==> config.mk <==
export PLATFORM = sky130hd
export DESIGN_NAME = uart_tx_serializer
export DESIGN_NICKNAME = d
export VERILOG_FILES = /design/src/rtl/uart_tx_serializer.sv
export SDC_FILE = /design/constraint.sdc
export NUM_CORES = 1
export LEC_CHECK = 0
export ABC_AREA = 0
export CAP_MARGIN = 30
export CELL_PAD_IN_SITES_DETAIL_PLACEMENT = 1
export CELL_PAD_IN_SITES_GLOBAL_PLACEMENT = 2
export CORE_MARGIN = 4
export CORE_UTILIZATION = 25
export CTS_CLUSTER_DIAMETER = 60
export DETAILED_ROUTE_END_ITERATION = 16
export MAX_ROUTING_LAYER = met4
export PLACE_DENSITY = 0.53
export SLEW_MARGIN = 0
export SYNTH_ARGS = -nofsm -noshare
export SYNTH_HDL_FRONTEND = slang
export SYNTH_SLANG_ARGS = --single-unit
==> constraint.sdc <==
create_clock -name clk -period 3.4 [get_ports clk]
set_input_delay 0.51 -clock clk [delete_from_list [all_inputs] [get_ports clk]]
set_output_delay 0.51 -clock clk [all_outputs]
set_load 0.05 [all_outputs]
==> src/rtl/uart_tx_serializer.sv <==
// rtl/uart_tx_serializer.sv - byte FIFO feeding a UART frame serializer paced by baud_tick
module uart_tx_serializer #(
   parameter int FIFO_DEPTH = 4,
   parameter int LEVEL_W    = 3
) (
   input  logic               clk,
   input  logic               reset_n,
   input  logic               i_baud_tick,
   input  logic               i_tx_valid,
   input  logic [7:0]         i_tx_data,
   output logic               o_tx_ready,
   input  logic               i_cfg_parity_en,
   input  logic               i_cfg_parity_odd,
   input  logic               i_cfg_two_stop,
   output logic               o_txd,
   output logic               o_busy,
   output logic [LEVEL_W-1:0] o_fifo_level
);

   localparam int                 PTR_W = $clog2(FIFO_DEPTH);
   localparam logic [LEVEL_W-1:0] FULL  = LEVEL_W'(FIFO_DEPTH);

   typedef enum logic [2:0] {IDLE, START, DATA, PARITY, STOP} state_t;

   logic [7:0]         r_mem [FIFO_DEPTH];
   logic [PTR_W-1:0]   r_wr_ptr;
   logic [PTR_W-1:0]   r_rd_ptr;
   logic [LEVEL_W-1:0] r_level;

   state_t             r_state, w_state_nxt;
   logic [7:0]         r_data, w_data_nxt;
   logic [2:0]         r_bit_cnt, w_bit_cnt_nxt;
   logic               r_stop_cnt, w_stop_cnt_nxt;
   logic               r_par_en, w_par_en_nxt;
   logic               r_par_odd, w_par_odd_nxt;
   logic               r_two_stop, w_two_stop_nxt;
   logic               r_txd, w_txd_nxt;

   logic               w_push;
   logic               w_pop;
   logic               w_load;
   logic               w_has_data;
   logic [2:0]         w_bit_idx;
   logic               w_parity;

   // Ready looks only at the stored level, so a full FIFO refuses a push even when popping.
   assign o_tx_ready   = (r_level < FULL);
   assign w_push       = i_tx_valid && o_tx_ready;
   assign w_has_data   = (r_level != '0);
   assign w_pop        = w_load;
   assign w_bit_idx    = r_bit_cnt + 3'd1;
   assign w_parity     = r_par_odd ? ~^r_data : ^r_data;

   assign o_txd        = r_txd;
   assign o_busy       = (r_state != IDLE);
   assign o_fifo_level = r_level;

   always_ff @(posedge clk) begin
      if (w_push) begin
         r_mem[r_wr_ptr] <= i_tx_data;
      end
   end

   always_ff @(posedge clk or negedge reset_n) begin
      if (!reset_n) begin
         r_wr_ptr <= '0;
         r_rd_ptr <= '0;
         r_level  <= '0;
      end else begin
         if (w_push) begin
            r_wr_ptr <= r_wr_ptr + PTR_W'(1);
         end
         if (w_pop) begin
            r_rd_ptr <= r_rd_ptr + PTR_W'(1);
         end
         case ({w_push, w_pop})
            2'b10:   r_level <= r_level + LEVEL_W'(1);
            2'b01:   r_level <= r_level - LEVEL_W'(1);
            default: r_level <= r_level;
         endcase
      end
   end

   always_ff @(posedge clk or negedge reset_n) begin
      if (!reset_n) begin
         r_state    <= IDLE;
         r_data     <= '0;
         r_bit_cnt  <= '0;
         r_stop_cnt <= 1'b0;
         r_par_en   <= 1'b0;
         r_par_odd  <= 1'b0;
         r_two_stop <= 1'b0;
         r_txd      <= 1'b1;
      end else begin
         r_state    <= w_state_nxt;
         r_data     <= w_data_nxt;
         r_bit_cnt  <= w_bit_cnt_nxt;
         r_stop_cnt <= w_stop_cnt_nxt;
         r_par_en   <= w_par_en_nxt;
         r_par_odd  <= w_par_odd_nxt;
         r_two_stop <= w_two_stop_nxt;
         r_txd      <= w_txd_nxt;
      end
   end

   always_comb begin
      w_state_nxt    = r_state;
      w_data_nxt     = r_data;
      w_bit_cnt_nxt  = r_bit_cnt;
      w_stop_cnt_nxt = r_stop_cnt;
      w_par_en_nxt   = r_par_en;
      w_par_odd_nxt  = r_par_odd;
      w_two_stop_nxt = r_two_stop;
      w_txd_nxt      = r_txd;
      w_load         = 1'b0;
      if (i_baud_tick) begin
         case (r_state)
            IDLE: begin
               w_load = w_has_data;
            end
            START: begin
               w_txd_nxt     = r_data[0];
               w_bit_cnt_nxt = '0;
               w_state_nxt   = DATA;
            end
            DATA: begin
               if (r_bit_cnt != 3'd7) begin
                  w_txd_nxt     = r_data[w_bit_idx];
                  w_bit_cnt_nxt = w_bit_idx;
               end else if (r_par_en) begin
                  w_txd_nxt   = w_parity;
                  w_state_nxt = PARITY;
               end else begin
                  w_txd_nxt      = 1'b1;
                  w_stop_cnt_nxt = 1'b0;
                  w_state_nxt    = STOP;
               end
            end
            PARITY: begin
               w_txd_nxt      = 1'b1;
               w_stop_cnt_nxt = 1'b0;
               w_state_nxt    = STOP;
            end
            STOP: begin
               if (r_two_stop && !r_stop_cnt) begin
                  w_stop_cnt_nxt = 1'b1;
                  w_txd_nxt      = 1'b1;
               end else if (w_has_data) begin
                  w_load = 1'b1;
               end else begin
                  w_txd_nxt   = 1'b1;
                  w_state_nxt = IDLE;
               end
            end
            default: begin
               w_txd_nxt   = 1'b1;
               w_state_nxt = IDLE;
            end
         endcase
      end
      // Frame config is captured with the byte so mid-frame changes only affect later frames.
      if (w_load) begin
         w_data_nxt     = r_mem[r_rd_ptr];
         w_par_en_nxt   = i_cfg_parity_en;
         w_par_odd_nxt  = i_cfg_parity_odd;
         w_two_stop_nxt = i_cfg_two_stop;
         w_txd_nxt      = 1'b0;
         w_state_nxt    = START;
      end
   end

   a_no_overflow: assert property (@(posedge clk) disable iff (!reset_n)
      !(w_push && (r_level == FULL)));
   a_no_underflow: assert property (@(posedge clk) disable iff (!reset_n)
      !(w_pop && (r_level == '0)));
   a_level_bound: assert property (@(posedge clk) disable iff (!reset_n)
      r_level <= FULL);

endmodule
==> results.py <==
metrics = {
    "timing": {
        "setup_viol": 0,
        "hold_viol": 0,
        "tightest_slew_ns": 0.596,
        "fin_crit_ns": 2.50,
        "timing.fmax_mhz": 401,
        "max_slew_margin": 0.603,
        "skew_ns": 0.0107,
        "timing.final.ws_setup_ns": 0.905,
        "rsz0062_at_grt": "no",
        "post-route-period-util": 0.734,
        "worst_hold_slack_ns": 0.508,
        "setup_tns_ns": 0,
        "slew_viol_final": 0,
    },
    "die": {
        "core_um2": 10300,
        "initial_core_util": 0.255,
        "ios": 21,
        "chipHeight_um": 110,
        "dieWidth_um": 110,
        "fp-row-count": 37,
        "dieArea_um2": 12200,
    },
    "global_route": {
        "grt_pass1_wl_um": 8730,
        "busiest_layer": "met2",
        "grt_use_met2": 0.147,
        "grtUsageMet1": 0.114,
        "use_met3": 0.0362,
        "grt-ovfl-total": 0,
        "antenna_found_initial": 0,
        "grt_usage": 0.0950,
        "grt_pass1_vias": 1659,
        "grt_max_degree": 27,
    },
    "placement": {
        "place_ws_ns": 0.594,
        "post_dp_cell_area_um2": 2980,
        "gp_congestion": 0.663,
        "hpwl_um": 3570,
        "port_buffers": 20,
    },
    "cts": {
        "cts_tree": "built",
        "cts_root_buf": "clkbuf_8",
        "cts_sinks": 58,
        "post_cts_resized": 0,
        "htree_levels": 3,
        "cts_setup_buffers": 0,
        "clk_path_buf_depth": 2,
        "ctsHoldBuffers": 0,
        "clk_pin_slew_ns": 0.07,
        "clk_latency_ns": 0.34,
        "numCtsBuffers": 9,
    },
    "critical_path": {
        "crit_path_start_kind": "flop",
        "arrival_ns": 1.99,
        "path_max_fanout": 9,
        "cpPeakStageDelay_ns": 0.82,
        "crit_type": "reg -> out",
        "critPathTopFamily": "buffers and inverters",
        "cp_data_required_time_ns": 2.89,
        "crit_chain": "inv_1 -> nand2_1 -> clkdlybuf4s50_1",
        "crit_buf_inv": 2,
        "cp-end-kind": "primary output",
        "slowest_stage": "clkdlybuf4s50_1",
    },
    "cells_and_area": {
        "num-fill-cells": 1114,
        "antenna_cells": 0,
        "final_area_um2": 3210,
        "layout-drive-gt1-share": 0.196,
        "final_common_cell": "edfxtp_1",
        "most-common-layout-cells": "edfxtp_1, dfrtp_1, clkdlybuf4s50_1, nand2_1, mux2_2",
        "nets": 227,
        "area_growth_pct": 22.1,
    },
    "yosys": {
        "synth-seq-cells": 58,
        "synth-xor-area-share": 0.0472,
        "ys_types": 40,
        "synth_seq_area_share": 0.614,
        "syn_avg_cell_area_um2": 14.7,
        "postSynthCellCount": 178,
        "synthTopCellsByArea": "edfxtp_1, dfrtp_1, mux4_2",
        "synthMuxAreaShare": 0.136,
        "synth.net_count": 201,
        "synth_area_um2": 2630,
        "synth_compound_area_frac": 0.0653,
        "ys_warn_count": 0,
        "post-synth-top-area-cell": "edfxtp_1",
        "synthSimpleGateAreaFrac": 0.0696,
        "synth_top_family_by_area": "multiplexers",
        "netlist.area_leader.share": 0.366,
        "synth-adder-area-share": 0.0410,
    },
    "power_and_ir_drop": {
        "total_power_mw": 3.11,
        "ir_drop_v": 0.000387,
        "powerDensity_nw_per_um2": 971,
        "leakage_nw": 1.21,
    },
    "route": {
        "drc_errors": 0,
        "first_pass_iters": 4,
        "vias_per_cell": 4.25,
        "ant_nets": 0,
        "drtIter0Drc": 31,
        "vias": 1467,
        "wl_per_cell_um": 14.9,
        "wl_um": 5130,
    },
    "worst_hold_path": {
        "hold_class": "reg -> reg",
    },
    "outcome": {
        "status": "finished, final reports clean",
    },
    "flow_run": {
        "cap_violations": 0,
    },
}
==> worst reg2reg max path, stage by stage, from the launching register on <==
cell and delay [ns]:
dfrtp_1 0.46, ha_1 0.24, ha_1 0.26, or3_4 0.41
o311ai_1 0.37, a311oi_1 0.09, o32ai_1 0.30
==> state kept, by name (all words and copies together) (netlist names) <==
name / cells
r_rd_ptr: 2
o_txd: 1
r_par_odd: 1
r_bit_cnt: 3
r_data: 8
r_state: 3
r_stop_cnt: 1
r_par_en: 1
r_two_stop: 1
r_wr_ptr: 2
o_fifo_level: 3
r_mem: 32
==> through the flow <==
stage | instances | util
floorplan | 178 | -
global placement | 329 | 0.290
detailed placement | 329 | 0.290
CTS | 345 | 0.312
global route | 345 | 0.312
finish | 345 | 0.312
==> final timing paths <==
path	to	cells after the start	start	slack, ns
hold / removal	r_bit_cnt[1]$_DFFE_PN0P_	1	r_bit_cnt[1]$_DFFE_PN0P_	0.51
setup reg to reg	o_txd$_DFFE_PN1P_	6	r_bit_cnt[0]$_DFFE_PN0P_	1.18
min in group asynchronous	o_fifo_level[2]$_DFFE_PN0P_	2	reset_n	0.56
max in group asynchronous	o_txd$_DFFE_PN1P_	2	reset_n	2.53
hold reg to reg	r_bit_cnt[1]$_DFFE_PN0P_	1	r_bit_cnt[1]$_DFFE_PN0P_	0.51
setup / recovery	o_busy	3	r_state[2]$_DFFE_PN0P_	0.90
==> per-layer routing <==
metal	part of all wire	wire, µm
met1	0.47	2400
met2	0.48	2480
met3	0.039	198
met4	0.0095	49
met5	0	0
==> report_power, final <==
| part | total (mW) | internal (mW) | leakage [nW] | switching, mW |
|---|---|---|---|---|
| clock network | 0.717 | 0.418 | 0.110 | 0.299 |
| logic | 1.22 | 0.628 | 0.494 | 0.588 |
| registers | 1.18 | 0.964 | 0.603 | 0.217 |
==> synth_stat cells <==
library cell and count:
clkbuf_1 2, o32ai_1 1, or3_4 1, a31oi_1 2, xnor2_1 6, buf_1 1, buf_2 3, a21oi_1 3
mux2_1 1, mux4_2 9, clkbuf_2 1, a22o_1 1, a311oi_1 1, nand3_1 1, fa_1 1, mux2_2 11
dfstp_2 1, inv_1 10, nand2_1 14, o311ai_1 1, nor2_1 7, edfxtp_1 32, o31a_1 1, o21ai_0 6
nor4_1 1, nor2b_1 2, and2_1 6, nor3_1 1, o21ai_1 2, o22ai_1 2, nand2b_4 1, a32o_1 3
ha_1 7, dfrtp_1 25, nand2b_1 2, o21bai_1 1, xor2_1 3, o211a_1 1, xnor3_1 2, mux2i_1 2
==> cell type report <==
| type | instances | area [µm²] | area share |
|---|---|---|---|
| clock buffers | 9 | 124 | 0.0386 |
| clock inverters | 7 | 103 | 0.0320 |
| well taps | 136 | 170 | 0.0531 |
| repair buffers | 22 | 215 | 0.0671 |
| flip-flops and latches | 58 | 1610 | 0.503 |
| multi-input cells | 103 | 943 | 0.294 |
| inverters | 10 | 37.5 | 0.0117 |
==> cells by family (layout without fill, tap and decap cells) <==
family                     after synthesis  after routing
AOI/OAI and AO/OA                       25             25
xor gates and xnor gates                11             11
adders and majority gates                8              8
buffers and inverters                   17             48
DFF                                     58             58
muxes                                   23             23
and+or+nand+nor                         36             36
(Power assumes the default switching activity.)
